===== src/rtl/display_window_scan_if.sv =====
// Bundle between the hash core / front panel (master) and the window scanner (slave).
// Widths must match the display_window_scan instance they connect to.
interface display_window_scan_if #(
    parameter int DATA_W = 128,
    parameter int WIN_W  = 16,
    parameter int NORM_W = 8,
    parameter int CTRL_W = 4
) ();
    logic [DATA_W-1:0] hash_in;
    logic              hash_valid;
    logic              mode;
    logic [CTRL_W-1:0] control;
    logic [NORM_W-1:0] normal;
    logic [WIN_W-1:0]  display_out;
    logic [CTRL_W-1:0] win_idx;
    logic              hash_loaded;
    logic              frame_done;

    modport master (
        output hash_in, hash_valid, mode, control, normal,
        input  display_out, win_idx, hash_loaded, frame_done
    );

    modport slave (
        input  hash_in, hash_valid, mode, control, normal,
        output display_out, win_idx, hash_loaded, frame_done
    );
endinterface


===== src/rtl/display_window_scan.sv =====
// Snapshot a wide result and show one WIN_W window of it, manual or auto-scrolled.
// Define DISPLAY_BLANK_EN to insert a BLANK_CYC-cycle blank gap after each window.
module display_window_scan #(
    parameter int DATA_W    = 128,
    parameter int WIN_W     = 16,
    parameter int NORM_W    = 8,
    parameter int CTRL_W    = 4,
    parameter int DWELL     = 50000000,
    parameter int BLANK_CYC = 5000000
) (
    input  logic                 clk,
    input  logic                 rst_n,
    display_window_scan_if.slave bus
);
    localparam int NUM_WIN = DATA_W / WIN_W;
    localparam int CNT_MAX = (DWELL > BLANK_CYC) ? DWELL : BLANK_CYC;
    localparam int CNT_W   = (CNT_MAX > 1) ? $clog2(CNT_MAX) : 1;

`ifdef DISPLAY_BLANK_EN
    typedef enum logic [1:0] {ST_MANUAL, ST_SCAN, ST_BLANK} state_t;
`else
    typedef enum logic [1:0] {ST_MANUAL, ST_SCAN} state_t;
`endif

    state_t            r_state;
    logic [DATA_W-1:0] r_snap;
    logic              r_loaded;
    logic [CNT_W-1:0]  r_cnt;
    logic [CTRL_W-1:0] r_idx;
    logic [WIN_W-1:0]  r_disp;
    logic [CTRL_W-1:0] r_widx;
    logic              r_fdone;

    state_t            w_state_nx;
    logic [CNT_W-1:0]  w_cnt_nx;
    logic [CTRL_W-1:0] w_idx_nx;
    logic [WIN_W-1:0]  w_disp_nx;
    logic [CTRL_W-1:0] w_widx_nx;
    logic              w_fdone_nx;
    logic [WIN_W-1:0]  w_man_disp;
    logic [CTRL_W-1:0] w_man_widx;
    logic [DATA_W-1:0] w_src;
    logic [WIN_W-1:0]  w_src_w1;
    logic              w_last;
    logic [CTRL_W-1:0] w_idx_adv;

    // Window k is 1-based; anything outside 1..NUM_WIN reads as blank.
    function automatic logic [WIN_W-1:0] f_win(
        input logic [DATA_W-1:0] s,
        input logic [CTRL_W-1:0] k
    );
        logic [WIN_W-1:0] o;
        o = '0;
        for (int i = 0; i < NUM_WIN; i++) begin
            if (k == CTRL_W'(i + 1)) o = s[i*WIN_W +: WIN_W];
        end
        return o;
    endfunction

    always_comb begin
        w_man_disp = WIN_W'(bus.normal);
        w_man_widx = '0;
        if (bus.control != '0) begin
            w_man_disp = f_win(r_snap, bus.control);
            if (bus.control <= CTRL_W'(NUM_WIN)) w_man_widx = bus.control;
        end
    end

    // A restart shows window 1 of the data being captured this very edge.
    assign w_src     = bus.hash_valid ? bus.hash_in : r_snap;
    assign w_src_w1  = f_win(w_src, CTRL_W'(1));
    assign w_last    = (r_idx == CTRL_W'(NUM_WIN));
    assign w_idx_adv = w_last ? CTRL_W'(1) : r_idx + CTRL_W'(1);

    always_comb begin
        w_state_nx = r_state;
        w_cnt_nx   = '0;
        w_idx_nx   = r_idx;
        w_disp_nx  = r_disp;
        w_widx_nx  = r_widx;
        w_fdone_nx = 1'b0;
        if (r_state != ST_MANUAL && !bus.mode) begin
            w_state_nx = ST_MANUAL;
            w_idx_nx   = '0;
            w_disp_nx  = w_man_disp;
            w_widx_nx  = w_man_widx;
        end else if (r_state != ST_MANUAL && bus.hash_valid) begin
            w_state_nx = ST_SCAN;
            w_idx_nx   = CTRL_W'(1);
            w_disp_nx  = w_src_w1;
            w_widx_nx  = CTRL_W'(1);
        end else begin
            unique case (r_state)
                ST_MANUAL: begin
                    w_idx_nx  = '0;
                    w_widx_nx = '0;
                    if (bus.mode && r_loaded) begin
                        w_state_nx = ST_SCAN;
                        w_idx_nx   = CTRL_W'(1);
                        w_disp_nx  = w_src_w1;
                        w_widx_nx  = CTRL_W'(1);
                    end else if (bus.mode) begin
                        w_disp_nx = WIN_W'(bus.normal);
                    end else begin
                        w_disp_nx = w_man_disp;
                        w_widx_nx = w_man_widx;
                    end
                end
                ST_SCAN: begin
                    if (r_cnt == CNT_W'(DWELL - 1)) begin
`ifdef DISPLAY_BLANK_EN
                        w_state_nx = ST_BLANK;
                        w_disp_nx  = '0;
                        w_widx_nx  = '0;
`else
                        w_idx_nx   = w_idx_adv;
                        w_disp_nx  = f_win(r_snap, w_idx_adv);
                        w_widx_nx  = w_idx_adv;
                        w_fdone_nx = w_last;
`endif
                    end else begin
                        w_cnt_nx = r_cnt + CNT_W'(1);
                    end
                end
`ifdef DISPLAY_BLANK_EN
                ST_BLANK: begin
                    if (r_cnt == CNT_W'(BLANK_CYC - 1)) begin
                        w_state_nx = ST_SCAN;
                        w_idx_nx   = w_idx_adv;
                        w_disp_nx  = f_win(r_snap, w_idx_adv);
                        w_widx_nx  = w_idx_adv;
                        w_fdone_nx = w_last;
                    end else begin
                        w_cnt_nx = r_cnt + CNT_W'(1);
                    end
                end
`endif
                default: begin
                    w_state_nx = ST_MANUAL;
                    w_idx_nx   = '0;
                end
            endcase
        end
    end

    always_ff @(posedge clk or negedge rst_n) begin
        if (!rst_n) begin
            r_state  <= ST_MANUAL;
            r_snap   <= '0;
            r_loaded <= 1'b0;
            r_cnt    <= '0;
            r_idx    <= '0;
            r_disp   <= '0;
            r_widx   <= '0;
            r_fdone  <= 1'b0;
        end else begin
            if (bus.hash_valid) begin
                r_snap   <= bus.hash_in;
                r_loaded <= 1'b1;
            end
            r_state <= w_state_nx;
            r_cnt   <= w_cnt_nx;
            r_idx   <= w_idx_nx;
            r_disp  <= w_disp_nx;
            r_widx  <= w_widx_nx;
            r_fdone <= w_fdone_nx;
        end
    end

    assign bus.display_out = r_disp;
    assign bus.win_idx     = r_widx;
    assign bus.hash_loaded = r_loaded;
    assign bus.frame_done  = r_fdone;
endmodule


===== src/flat_wrapper.sv =====
// flat-port wrapper written by rule: the top's interface ports become plain ports
module display_window_scan_flat 
#(
    parameter int DATA_W    = 128,
    parameter int WIN_W     = 16,
    parameter int NORM_W    = 8,
    parameter int CTRL_W    = 4,
    parameter int DWELL     = 50000000,
    parameter int BLANK_CYC = 5000000
)
  (clk, rst_n, bus_hash_in, bus_hash_valid, bus_mode, bus_control, bus_normal, bus_display_out, bus_win_idx, bus_hash_loaded, bus_frame_done);
  display_window_scan_if #(.DATA_W(DATA_W), .WIN_W(WIN_W), .NORM_W(NORM_W), .CTRL_W(CTRL_W)) bus_i ();
  input  logic clk;
  input  logic rst_n;
  input wire logic [$bits(bus_i.hash_in)-1:0] bus_hash_in;
  input wire logic [$bits(bus_i.hash_valid)-1:0] bus_hash_valid;
  input wire logic [$bits(bus_i.mode)-1:0] bus_mode;
  input wire logic [$bits(bus_i.control)-1:0] bus_control;
  input wire logic [$bits(bus_i.normal)-1:0] bus_normal;
  output wire logic [$bits(bus_i.display_out)-1:0] bus_display_out;
  output wire logic [$bits(bus_i.win_idx)-1:0] bus_win_idx;
  output wire logic [$bits(bus_i.hash_loaded)-1:0] bus_hash_loaded;
  output wire logic [$bits(bus_i.frame_done)-1:0] bus_frame_done;
  assign bus_i.hash_in = bus_hash_in;
  assign bus_i.hash_valid = bus_hash_valid;
  assign bus_i.mode = bus_mode;
  assign bus_i.control = bus_control;
  assign bus_i.normal = bus_normal;
  assign bus_display_out = bus_i.display_out;
  assign bus_win_idx = bus_i.win_idx;
  assign bus_hash_loaded = bus_i.hash_loaded;
  assign bus_frame_done = bus_i.frame_done;
  display_window_scan #(.DATA_W(DATA_W), .WIN_W(WIN_W), .NORM_W(NORM_W), .CTRL_W(CTRL_W), .DWELL(DWELL), .BLANK_CYC(BLANK_CYC)) u_core (.clk(clk), .rst_n(rst_n), .bus(bus_i));
endmodule

===== config.mk =====
export PLATFORM = sky130hd
export DESIGN_NAME = display_window_scan_flat
export DESIGN_NICKNAME = d
export VERILOG_FILES = /design/src/rtl/display_window_scan_if.sv /design/src/rtl/display_window_scan.sv /design/src/flat_wrapper.sv
export SDC_FILE = /design/constraint.sdc
export NUM_CORES = 1
export LEC_CHECK = 0
export ABC_AREA = 1
export CELL_PAD_IN_SITES_DETAIL_PLACEMENT = 0
export CELL_PAD_IN_SITES_GLOBAL_PLACEMENT = 1
export CORE_MARGIN = 2
export CORE_UTILIZATION = 40
export CTS_BUF_LIST = sky130_fd_sc_hd__clkbuf_8
export DETAILED_ROUTE_END_ITERATION = 8
export HOLD_SLACK_MARGIN = 0.15
export PLACE_DENSITY = 0.85
export SLEW_MARGIN = 0
export SYNTH_ARGS = -nofsm -noshare
export SYNTH_HDL_FRONTEND = slang
export SYNTH_SLANG_ARGS = --single-unit
export TNS_END_PERCENT = 100

===== constraint.sdc =====
create_clock -name clk -period 2.7 [get_ports clk]
set_input_delay 0.54 -clock clk [delete_from_list [all_inputs] [get_ports clk]]
set_output_delay 0.54 -clock clk [all_outputs]
set_load 0.02 [all_outputs]

==> metrics.md, run 1 <==
| Metric | Value |
|---|---|
| Worst endpoint required time | `3.15 ns` |
| Sequential share of the synthesized area | `43.1%` |
| Cell family with most CP delay | `simple AND/OR/NAND/NOR gates` |
| Status | `completed` |
| HPWL after detailed placement | `26800 um` |
| CP cell instances | `inv_1 > ha_1 > nand3_4 > nand2_2 > buf_6 > nand2_4 > nor2_4 > nand2_1 > nand2_1 > nand2_1 > nand3b_1 > nand2_1 > nand2_1 > nand2_1 > nand2_1 > nand2_1 > nand2_1 > nand2_1 > nand2_1` |
| Least-Margin Pin Slew | `0.603 ns` |
| Clock slew at reported path FFs | `0.12 ns` |
| Cells after Synth | `1538` |
| # Post-CTS Setup Buffers | `0` |
| GRT Overall Usage | `25.5%` |
| Largest net degree at the start of global routing | `92` |
| Crit end category | `flop` |
| Die area | `27600 um^2` |
| Pwr per Cell Area | `481 nW/um^2` |
| Syn_nets | `1687` |
| Via count of the first global-routing pass | `10125` |
| Initial antenna violation count | `0` |
| RSZ-0062 raised after global routing | `no` |
| Minimum hold slack | `0.350 ns` |
| Routed Antenna Nets | `0` |
| Worst Hold End | `u_core.r_snap[126]` |
| Critical path depth | `19` |
| Sink Count | `181` |
| Row cnt | `59` |
| Setup TNS | `0 ns` |
| Top_reg_cell synth | `dfrtp_1` |
| Yosys reg bits | `181` |
| Via count | `10324` |
| Root Buffer | `clkbuf_8` |
| GPL Wtd Cong | `0.895` |
| Worst-Skew Late Latency | `0.50 ns` |
| Post-synth cell types | `41` |
| Starting density of the core | `40.6%` |
| Worst Reg-to-Reg Cells | `19` |
| Max Slew Vio Count | `0` |
| WL final | `35100 um` |
| TritonCTS clock tree | `done` |
| FFs w/ async S/R, synth | `100%` |
| Tmin final | `2.47 ns` |
| Worst setup path category | `reg -> reg` |
| DR pass1 iterations | `5` |
| MaxCap Viol Count | `0` |
| Peak VDD IR | `0.261 mV` |
| Critical Path AT | `2.92 ns` |
| Worst clock skew | `0.0270 ns` |
| Place WS | `-0.0648 ns` |
| Initial DRC count | `819` |
| I/O Buffers | `165` |
| Hold Path Class | `in -> reg` |
| Number of setup violations in the final report | `0` |
| Hold violation total from the final report | `0` |
| Die span in y | `166 um` |
| Ant diodes | `0` |
| CTS Buf Count | `17` |
| Gr ovfl total | `0` |
| Syn. warnings | `0` |
| Final setup margin | `0.228 ns` |
| Hold path startpoint | `bus_hash_valid` |
| Leakage power | `6.35 nW` |
| Fin crit share | `91.5%` |
| H-tree Lvls | `4` |
| Synthesized area per cell | `6.84 um^2` |
| Crit path launch type | `flop` |
| Num ports | `166` |
| Worst R2R Start | `u_core.r_idx[0]` |
| Flop2flop setup slack | `0.23 ns` |
| Worst path buffer plus inverter count | `2` |
| Area grow syn2layout | `25.2%` |
| Die extent in x | `166 um` |
| Slowest CP cell | `dfrtp_2` |
| Nets | `1847` |
| Std-Cell Core Area | `25900 um^2` |
| Highest Clock Rate | `405 MHz` |
| CP max FO | `11` |
| Most frequent CP cell | `nand2_1` |
| Cell Area, Synth | `10500 um^2` |
| Relative slew slack | `59.8%` |
| Worst hold path cell count | `2` |
| Max Root-Sink Buffers | `2` |
| Routed WL per cell | `17.1 um` |
| Share of layout cells above drive strength 1 | `6.08%` |
| Biggest cell delay along the critical path | `0.47 ns` |
| Utilization after layout | `50.8%` |
| Drt via density | `5.05` |
| First-pass GRT wire length | `55000 um` |
| Post-synth EDFFs | `0` |
| Drt drc | `0` |
| FF-to-FF End | `u_core.bus.display_out[6]` |
## worst max-delay path by stage
stage | startpoint | endpoint | slack [ns]
floorplan | u_core.r_idx[0] | u_core.bus.display_out[3] | 0.64
global placement | bus_control[3] | u_core.bus.display_out[5] | -0.02
detailed placement | bus_control[3] | u_core.bus.display_out[5] | -0.06
CTS | u_core.r_idx[0] | u_core.bus.display_out[6] | 0.13
global route | u_core.r_idx[0] | u_core.bus.display_out[4] | 0.01
finish | u_core.r_idx[0] | u_core.bus.display_out[6] | 0.23
## through the flow
step / total power [mW] / std cells / cell area [um^2]
finish: 6.34 / 2046 / 13200
global route: 6.64 / 2046 / 13200
CTS: 6.38 / 2046 / 13200
detailed placement: 4.45 / 2013 / 12700
global placement: 4.44 / 2013 / 12700
floorplan: 3.74 / 1538 / 10500
## report_power, final
group | total (mW) | switching, mW | internal [mW]
Sequential | 3.07 | 0.144 | 2.92
Clock | 1.94 | 1.22 | 0.711
Combinational | 1.33 | 0.795 | 0.538
## sequential cells by signal, summed over array words and instances (netlist names)
name / count
u_core.r_snap: 128
u_core.r_cnt: 26
u_core.bus.display_out: 16
u_core.bus.win_idx: 4
u_core.r_idx: 4
u_core.bus.frame_done: 1
u_core.bus.hash_loaded: 1
u_core.r_state: 1
## cells by family after synthesis
logic type,after synthesis,synth area share [%]
flip-flops,181,43.1
AO/OA/AOI/OAI,273,14.0
adder cells (fa/ha/maj),5,0.595
buffers and inverters,309,11.6
XOR/XNOR,8,0.666
AND/OR/NAND/NOR,762,30.2
## cells in the final DEF, fill, tap and decap left out, types with 7 or more instances in the layout
master           instances
a21oi_1                 39
buf_12                   9
buf_4                   34
clkbuf_8                17
clkdlybuf4s50_1        163
clkinv_8                 7
dfrtp_1                180
inv_1                  230
inv_2                    7
nand2_1                538
nand3_1                 45
nand3b_1                 8
nand4_1                 31
nor2_1                  94
nor3_1                  21
nor4_1                   7
o21ai_0                176
o21ai_1                 17
o22ai_1                 12
xor2_1                   7
## per-layer routing
layer  vias up  wire length, um  global-route usage [%]
li1       5158                -                       -
met1      4763            15000                    32.7
met2       332            16900                    43.6
met3        71             1830                    3.43
met4         0             1330                    10.5
met5         -                0                       0
## cells in the mapped netlist (3+ instances only)
| cell type | n | area, um^2 |
|---|---|---|
| o22ai_1 | 12 | 75.1 |
| nand2_1 | 539 | 2020 |
| nor4_1 | 7 | 43.8 |
| nor2_1 | 94 | 353 |
| nand3_4 | 3 | 52.6 |
| nand3_1 | 45 | 225 |
| o21ai_0 | 176 | 881 |
| clkbuf_1 | 42 | 158 |
| nor2_2 | 4 | 25.0 |
| nand3b_1 | 8 | 60.1 |
| inv_2 | 7 | 26.3 |
| a31oi_1 | 6 | 37.5 |
| buf_2 | 18 | 90.1 |
| buf_1 | 3 | 11.3 |
| nand4_1 | 31 | 194 |
| a211oi_1 | 5 | 37.5 |
| o221ai_1 | 5 | 43.8 |
| buf_6 | 3 | 33.8 |
| a21oi_1 | 39 | 195 |
| dfrtp_1 | 181 | 4530 |
| xor2_1 | 7 | 61.3 |
| o2111ai_1 | 6 | 52.6 |
| nor3_1 | 21 | 105 |
| o21ai_1 | 17 | 85.1 |
| inv_1 | 230 | 863 |
| ha_1 | 5 | 62.6 |
| buf_4 | 3 | 22.5 |
## layout make-up
type	instances	area [um^2]
fillers	2587	12700
multi-input cells	1048	4780
flip-flops and latches	181	4530
repair buffers	210	2110
inverters	240	902
well taps	335	419
clock buffers	17	234
clock inverters	15	186
## worst register-to-register path, cell delays in order, from the launching register on
cell and delay, ns:
dfrtp_2 0.47, inv_1 0.11, ha_1 0.23, nand3_4 0.13
nand2_2 0.17, buf_6 0.17, nand2_4 0.08, nor2_4 0.23
nand2_1 0.09, nand2_1 0.07, nand2_1 0.07, nand3b_1 0.10
nand2_1 0.08, nand2_1 0.08, nand2_1 0.09, nand2_1 0.08
nand2_1 0.05, nand2_1 0.05, nand2_1 0.05, nand2_1 0.05
## repair_timing
item                                    CTS  global route
resized for setup                         0             4
hold buffers                              1             0
endpoints found under the hold margin    34             0
endpoints found under the setup margin    0            16
No activity file was read; power rests on OpenSTA's default activity.
==> run 2, diff against run 1 <==
- CORE_MARGIN: 2 -> 4
==> run 2 against run 1 <==
Critical path depth up 1. Clock power shrank 3%. Flip-flop and latch count stayed put. Maximum frequency is 0.29% lower. Cell area is 0.49% higher. Clock skew down 0.0081 ns. Power decreased by 0.37%. Largest power group unchanged. Hold slack improved by 0.046 ns.
==> metrics.md, run 2 (synthesis results as in run 1) <==
| Metric | Value |
|---|---|
| TritonCTS clock tree | `done` |
| Final setup margin | `0.221 ns (-0.00712 ns)` |
| Initial DRC count | `940 (+15%)` |
| Status | `completed` |
| Drt via density | `5.09 (+0.92%)` |
| Worst endpoint required time | `3.12 ns (-0.03 ns)` |
| Most frequent cells in the layout | `538 x nand2_1, 230 x inv_1, 180 x dfrtp_1` |
| Number of setup violations in the final report | `0 (unchanged)` |
| Initial antenna violation count | `0 (unchanged)` |
| Least-Margin Pin Slew | `0.697 ns (+0.0931 ns)` |
| Max Slew Vio Count | `0 (unchanged)` |
| Place WS | `-0.0113 ns (+0.0535 ns)` |
| Via count of the first global-routing pass | `10260 (+1.3%)` |
| Share of layout cells above drive strength 1 | `6.24% (+0.16 points)` |
| Highest Clock Rate | `403 MHz (-0.29%)` |
| Crit end category | `flop` |
| Utilization after layout | `50.9% (+0.11 points)` |
| Drt drc | `0 (unchanged)` |
| Num ports | `166 (unchanged)` |
| Biggest cell delay along the critical path | `0.46 ns (about the same)` |
| Worst setup path category | `reg -> reg` |
| DR pass1 iterations | `5 (unchanged)` |
| Relative slew slack | `53.4% (-6.4 points)` |
| Most frequent CP cell | `nand2_1` |
| I/O Buffers | `165 (unchanged)` |
| CP cell instances | `inv_1 > ha_1 > nand3_4 > nand2_2 > buf_6 > nand2_4 > nor2_4 > buf_4 > nand2_1 > nand2_1 > nand2_1 > nand3b_1 > nand2_1 > nand2_1 > nand2_1 > nand2_1 > nand2_1 > nand2_1 > nand2_1 > nand2_1` |
| Final Cell Area | `13200 um^2 (+0.49%)` |
| Worst clock skew | `0.0188 ns (-0.00815 ns)` |
| Routed WL per cell | `17.5 um (+1.9%)` |
| H-tree Lvls | `4 (unchanged)` |
| GRT Overall Usage | `24.9% (-0.65 points)` |
| Commonest non-fill, non-tap cell in the layout | `nand2_1` |
| Critical Path AT | `2.90 ns (-0.02 ns)` |
| Max reg flops | `128 (unchanged)` |
| # fillers | `2630 (+1.7%)` |
| Hold violation total from the final report | `0 (unchanged)` |
| Largest net degree at the start of global routing | `162 (+76%)` |
| Area grow syn2layout | `25.8%` |
| Worst R2R Start | `u_core.r_idx[0]` |
| Area of the multi-input gates | `4800 um^2 (+0.34%)` |
| Minimum hold slack | `0.396 ns (+0.0460 ns)` |
| Critical path endpoint | `u_core.bus.display_out[5]` |
| Peak VDD IR | `0.299 mV (+14%)` |
| First-pass GRT wire length | `56100 um (+2.0%)` |
| Starting density of the core | `40.5% (-0.12 points)` |
| Slowest CP cell | `dfrtp_2` |
| Worst-Skew Late Latency | `0.48 ns (-0.02 ns)` |
| Routed Antenna Nets | `0 (unchanged)` |
| Sink Count | `181 (unchanged)` |
| Pwr per Cell Area | `477 nW/um^2 (-0.86%)` |
| Leakage power | `6.40 nW (+0.65%)` |
| Gr ovfl total | `0 (unchanged)` |
| Via count | `10434 (+1.1%)` |
| Die span in y | `170 um (+2.4%)` |
| HPWL after detailed placement | `27500 um (+2.5%)` |
| Top reg by flops | `u_core.r_snap` |
| Std-Cell Core Area | `26000 um^2 (+0.28%)` |
| Crit path launch type | `flop` |
| Clock slew at reported path FFs | `0.11 ns (about the same)` |
| Flop2flop setup slack | `0.22 ns (about the same)` |
| FF-to-FF End | `u_core.bus.display_out[5]` |
| Nets | `1851 (+0.22%)` |
| CTS Buf Count | `17 (unchanged)` |
| RSZ-0062 raised after global routing | `no` |
| Max Root-Sink Buffers | `2 (unchanged)` |
| Fin crit share | `91.8% (+0.26 points)` |
| Ant diodes | `0 (unchanged)` |
| WL final | `35800 um (+2.0%)` |
| Worst Reg-to-Reg Cells | `20 (+1)` |
| Die extent in x | `170 um (+2.4%)` |
| Setup crit start | `u_core.r_idx[0]` |
| MaxCap Viol Count | `0 (unchanged)` |
| Row cnt | `59 (unchanged)` |
| Root Buffer | `clkbuf_8` |
| Placed inst area | `12700 um^2 (about the same)` |
| FF/Latch Area | `4530 um^2 (unchanged)` |
| GPL Wtd Cong | `0.902 (+0.77%)` |
| Hold Path Class | `in -> reg` |
| Tmin final | `2.48 ns (+0.00712 ns)` |
| CP max FO | `10 (-1)` |
| Die area | `29000 um^2 (+4.9%)` |
-- run 2: changes by cell type in the layout (fill, tap and decap cells not counted), moves of 2 or more --
cell      previous run  this run
clkinv_8             7         1
inv_8                2         4
buf_12               9        13
nand2_4              1         3
clkinv_4             0         4
-- run 2: cell type report --
type | count | share of cell area (%)
multi-input combinational | 1049 | 36.3
sequential | 181 | 34.2
timing repair buffer | 213 | 16.5
inverter | 240 | 6.84
clock buffer | 17 | 1.77
tap | 335 | 3.17
clock inverter | 14 | 1.21
-- run 2: what timing repair did --
item,4_1_cts,5_1_grt
gates resized for setup,0,6
endpoints found under the setup margin,0,11
endpoints found under the hold margin,35,0
setup buffers,0,7
hold buffers,1,0
-- run 2: worst max-delay path: cells and delay by family (launching register included) --
family	cells	cell delay [ns]
adder cells (fa/ha/maj)	1	0.23
buffers and inverters	3	0.43
flip-flops	1	0.46
AND/OR/NAND/NOR	16	1.31
-- run 2: worst min path at each step --
| stage | start | end | slack (ns) | cells after the start |
|---|---|---|---|---|
| after floorplan | rst_n | u_core.bus.display_out[0] | 0.24 | 0 |
| after detailed placement | rst_n | u_core.r_snap[63] | 0.48 | 1 |
| after global routing | bus_hash_valid | u_core.r_snap[126] | 0.38 | 2 |
| final | bus_hash_valid | u_core.r_snap[126] | 0.40 | 2 |
| after CTS | bus_hash_valid | u_core.r_snap[126] | 0.37 | 2 |
| after global placement | rst_n | u_core.r_snap[63] | 0.47 | 1 |
-- run 2: power by group --
part | internal (mW) | switching (mW) | total [mW]
registers | 2.92 | 0.148 | 3.07
logic | 0.549 | 0.802 | 1.35
clock network | 0.771 | 1.12 | 1.89
total | 4.24 | 2.07 | 6.31
-- run 2: layer usage --
metal	wire length [um]	track usage (%)	up-vias
met2	17600	42.6	363
met3	1880	3.25	62
met4	1110	8.37	0
met1	15200	32.6	4844
li1	-	-	5165
met5	0	0	-
-- run 2: stage by stage --
step	instances	power [mW]	setup TNS [ns]
6_report	2049	6.31	0
3_5_place_dp	2009	4.46	-0.0113
3_3_place_gp	2009	4.45	0
5_1_grt	2049	6.64	0
4_1_cts	2041	6.35	0
2_1_floorplan	1538	3.74	0
==> patch (settings of run 1) <==
`DWELL` is set to 50000000 in 2 places; all go to 200000000.
--- a/src/rtl/display_window_scan.sv
+++ b/src/rtl/display_window_scan.sv
@@ -5,7 +5,7 @@
     parameter int WIN_W     = 16,
     parameter int NORM_W    = 8,
     parameter int CTRL_W    = 4,
-    parameter int DWELL     = 50000000,
+    parameter int DWELL     = 200000000,
     parameter int BLANK_CYC = 5000000
 ) (
     input  logic                 clk,
--- a/src/flat_wrapper.sv
+++ b/src/flat_wrapper.sv
@@ -5,7 +5,7 @@
     parameter int WIN_W     = 16,
     parameter int NORM_W    = 8,
     parameter int CTRL_W    = 4,
-    parameter int DWELL     = 50000000,
+    parameter int DWELL     = 200000000,
     parameter int BLANK_CYC = 5000000
 )
   (clk, rst_n, bus_hash_in, bus_hash_valid, bus_mode, bus_control, bus_normal, bus_display_out, bus_win_idx, bus_hash_loaded, bus_frame_done);
Formal check against the unedited RTL: same outputs for any inputs over 4 cycles, from zero or initial values and one cycle with rst_n low; that may be too few to reach the edited logic, so the function may still have changed.
==> patch against run 1 <==
  * The flow now finishes with violations (design-rule violations)
  * Worst setup slack better by 0.011 ns
  * Die area is 1.2% higher
  * Area after synthesis is 1.2% higher
  * Cell area is 1.2% higher
  * Power is 0.61% higher
  * Via count is 1.9% lower
  * Routed wire length is 2.9% lower
  * Synthesized cell count is 2.4% lower
  * Sequential cell count is 2 higher
==> patch: results (changes against run 1) <==
Critical path
  – CP max stage cell: dfrtp_1 (was dfrtp_2)
  – CP max FO: 20 (was 11)
  – Worst Path Arrival: 2.89 ns (was 2.92 ns)
  – FF-to-FF path depth: 19 (unchanged)
  – Setup crit start: u_core.r_idx[0] (unchanged)
  – Family with the most delay on the worst path: simple AND/OR/NAND/NOR gates (unchanged)
  – Critical path endpoint: u_core.bus.display_out[1] (was u_core.bus.display_out[6])
  – CP max stage delay: 0.46 ns

Detailed routing
  – WL/cell: 16.9 um (was 17.1 um)
  – DR iter-0 viols: 694 (was 819)
  – Average vias per placed instance: 5.04 (was 5.05)
  – Residual DRC: 8 (was 0)
  – First-pass detailed-route iteration total: 7 (was 5)

Min path
  – Hold WC Path Type: input port to flop (unchanged)
  – Worst Min Path Start: bus_hash_valid (unchanged)
  – Hold path depth: 3 (was 2)

Status
  – Status: complete, but fails checks (was completed)
  – Failing checks: design-rule violations

Final layout
  – Max reg flops: 128 (unchanged)
  – Share of post-route cells with drive strength above 1: 0.0811 (was 0.0608)
  – Nets: 1812 (was 1847)
  – # diodes: 0 (unchanged)

Yosys
  – Main synth FF type: dfrtp_1 (unchanged)
  – Top post-synthesis cells by area: dfrtp_1, nand2_1, o21ai_0 (unchanged)
  – Post-Syn Nets: 1650 (was 1687)
  – Synthesis Warnings: 0 (unchanged)
  – Sequential cell area fraction in the yosys report: 0.430 (was 0.431)
  – Top cell types by occurrence after synthesis: nand2_1, inv_1, o21ai_0, dfrtp_1, nor2_1 (was nand2_1, inv_1, dfrtp_1, o21ai_0, nor2_1)
  – Unique masters post-synth: 42 (was 41)

Global routing
  – Maximum number of pins on one net before global-route repair: 85 (was 92)
  – Global-route met1 utilization: 0.318 (was 0.327)
  – Grt peak-use layer: met2 (unchanged)
  – Total GRT Usage: 0.250 (was 0.255)
  – GR Layer Usage met2: 0.445 (was 0.436)
  – First-pass GRT wire length: 54400 um (was 55000 um)
  – Met3 Usage GRT: 0.0352 (was 0.0343)
  – Initial antenna violation count: 0 (unchanged)

Timing
  – Worst rel slew slack: 0.569 (was 0.598)
  – Setup clock skew after layout: 0.0177 ns (was 0.0270 ns)

Placed design
  – Post-DP HPWL: 26100 um (was 26800 um)
  – Post-place instance area: 12900 um2 (was 12700 um2)
  – Gpl congestion: 0.928 (was 0.895)

Clocking
  – Worst skew pair latency: 0.48 ns (was 0.50 ns)
  – Root Driver: clkbuf_8 (unchanged)
  – Num CTS Buffers: 17 (unchanged)
  – Reg clk slew, reported paths: 0.11 ns
  – Longest Clk Path Bufs: 2 (unchanged)

Pwr
  – VDD IR max: 0.253 mV (was 0.261 mV)
  – Leakage: 6.36 nW (was 6.35 nW)
patch: worst min-delay path, delay by kind of cell:
family / cells / cell delay (ns)
and+or+nand+nor: 1 / 0.09
buffers and inverters: 1 / 0.17
AOI/OAI and AO/OA: 1 / 0.07
patch: through the flow:
step / utilization / setup WS [ns] / instances / TNS (ns)
2_1_floorplan: - / 0.668 / 1501 / 0
3_3_place_gp: 0.493 / -0.0356 / 1978 / -0.0620
3_5_place_dp: 0.493 / -0.0632 / 1978 / -0.105
4_1_cts: 0.510 / 0.161 / 2011 / 0
5_1_grt: 0.510 / 0.0156 / 2011 / 0
6_report: 0.510 / 0.239 / 2011 / 0
patch: worst min-delay path by stage:
stage | to | slack [ns]
floorplan | u_core.bus.display_out[0] | 0.24
global placement | u_core.bus.display_out[5] | 0.48
detailed placement | u_core.bus.display_out[5] | 0.48
CTS | u_core.r_snap[81] | 0.41
global route | u_core.r_snap[81] | 0.44
finish | u_core.r_snap[81] | 0.45
patch: area by class of cell:
class                      count  area, um2
fill                        2661      12800
multi-input combinational    994       4790
sequential                   183       4580
timing repair buffer         212       2160
inverter                     255        960
tap                          335        419
clock buffer                  17        234
clock inverter                15        181
patch: power by group:
| group | switching [mW] | total, mW | internal (mW) |
|---|---|---|---|
| logic | 0.744 | 1.29 | 0.543 |
| registers | 0.140 | 3.10 | 2.96 |
| clock network | 1.19 | 1.99 | 0.796 |
patch: layer usage:
metal  vias up  wire [um]
met5         -          0
met4         0        736
met3        43       1450
met2       273      17000
met1      4757      14900
li1       5058          -
patch: logic make-up (layout without fill, tap and decap cells):
logic type | count (synthesis) | count (layout) | share of synthesized area
xor gates and xnor gates | 7 | 7 | 0.00576
DFF | 183 | 183 | 0.430
AOI/OAI and AO/OA | 288 | 288 | 0.145
and+or+nand+nor | 675 | 675 | 0.273
buffers and inverters | 324 | 499 | 0.121
adders and majority gates | 5 | 5 | 0.00587
muxes | 19 | 19 | 0.0201
patch: timing repair:
action | CTS | global route
buffers inserted | 0 | 0
endpoints found under the setup margin | 0 | 12
hold endpoints to repair | 56 | 0
hold buffers | 1 | 0
gates resized for setup | 0 | 2
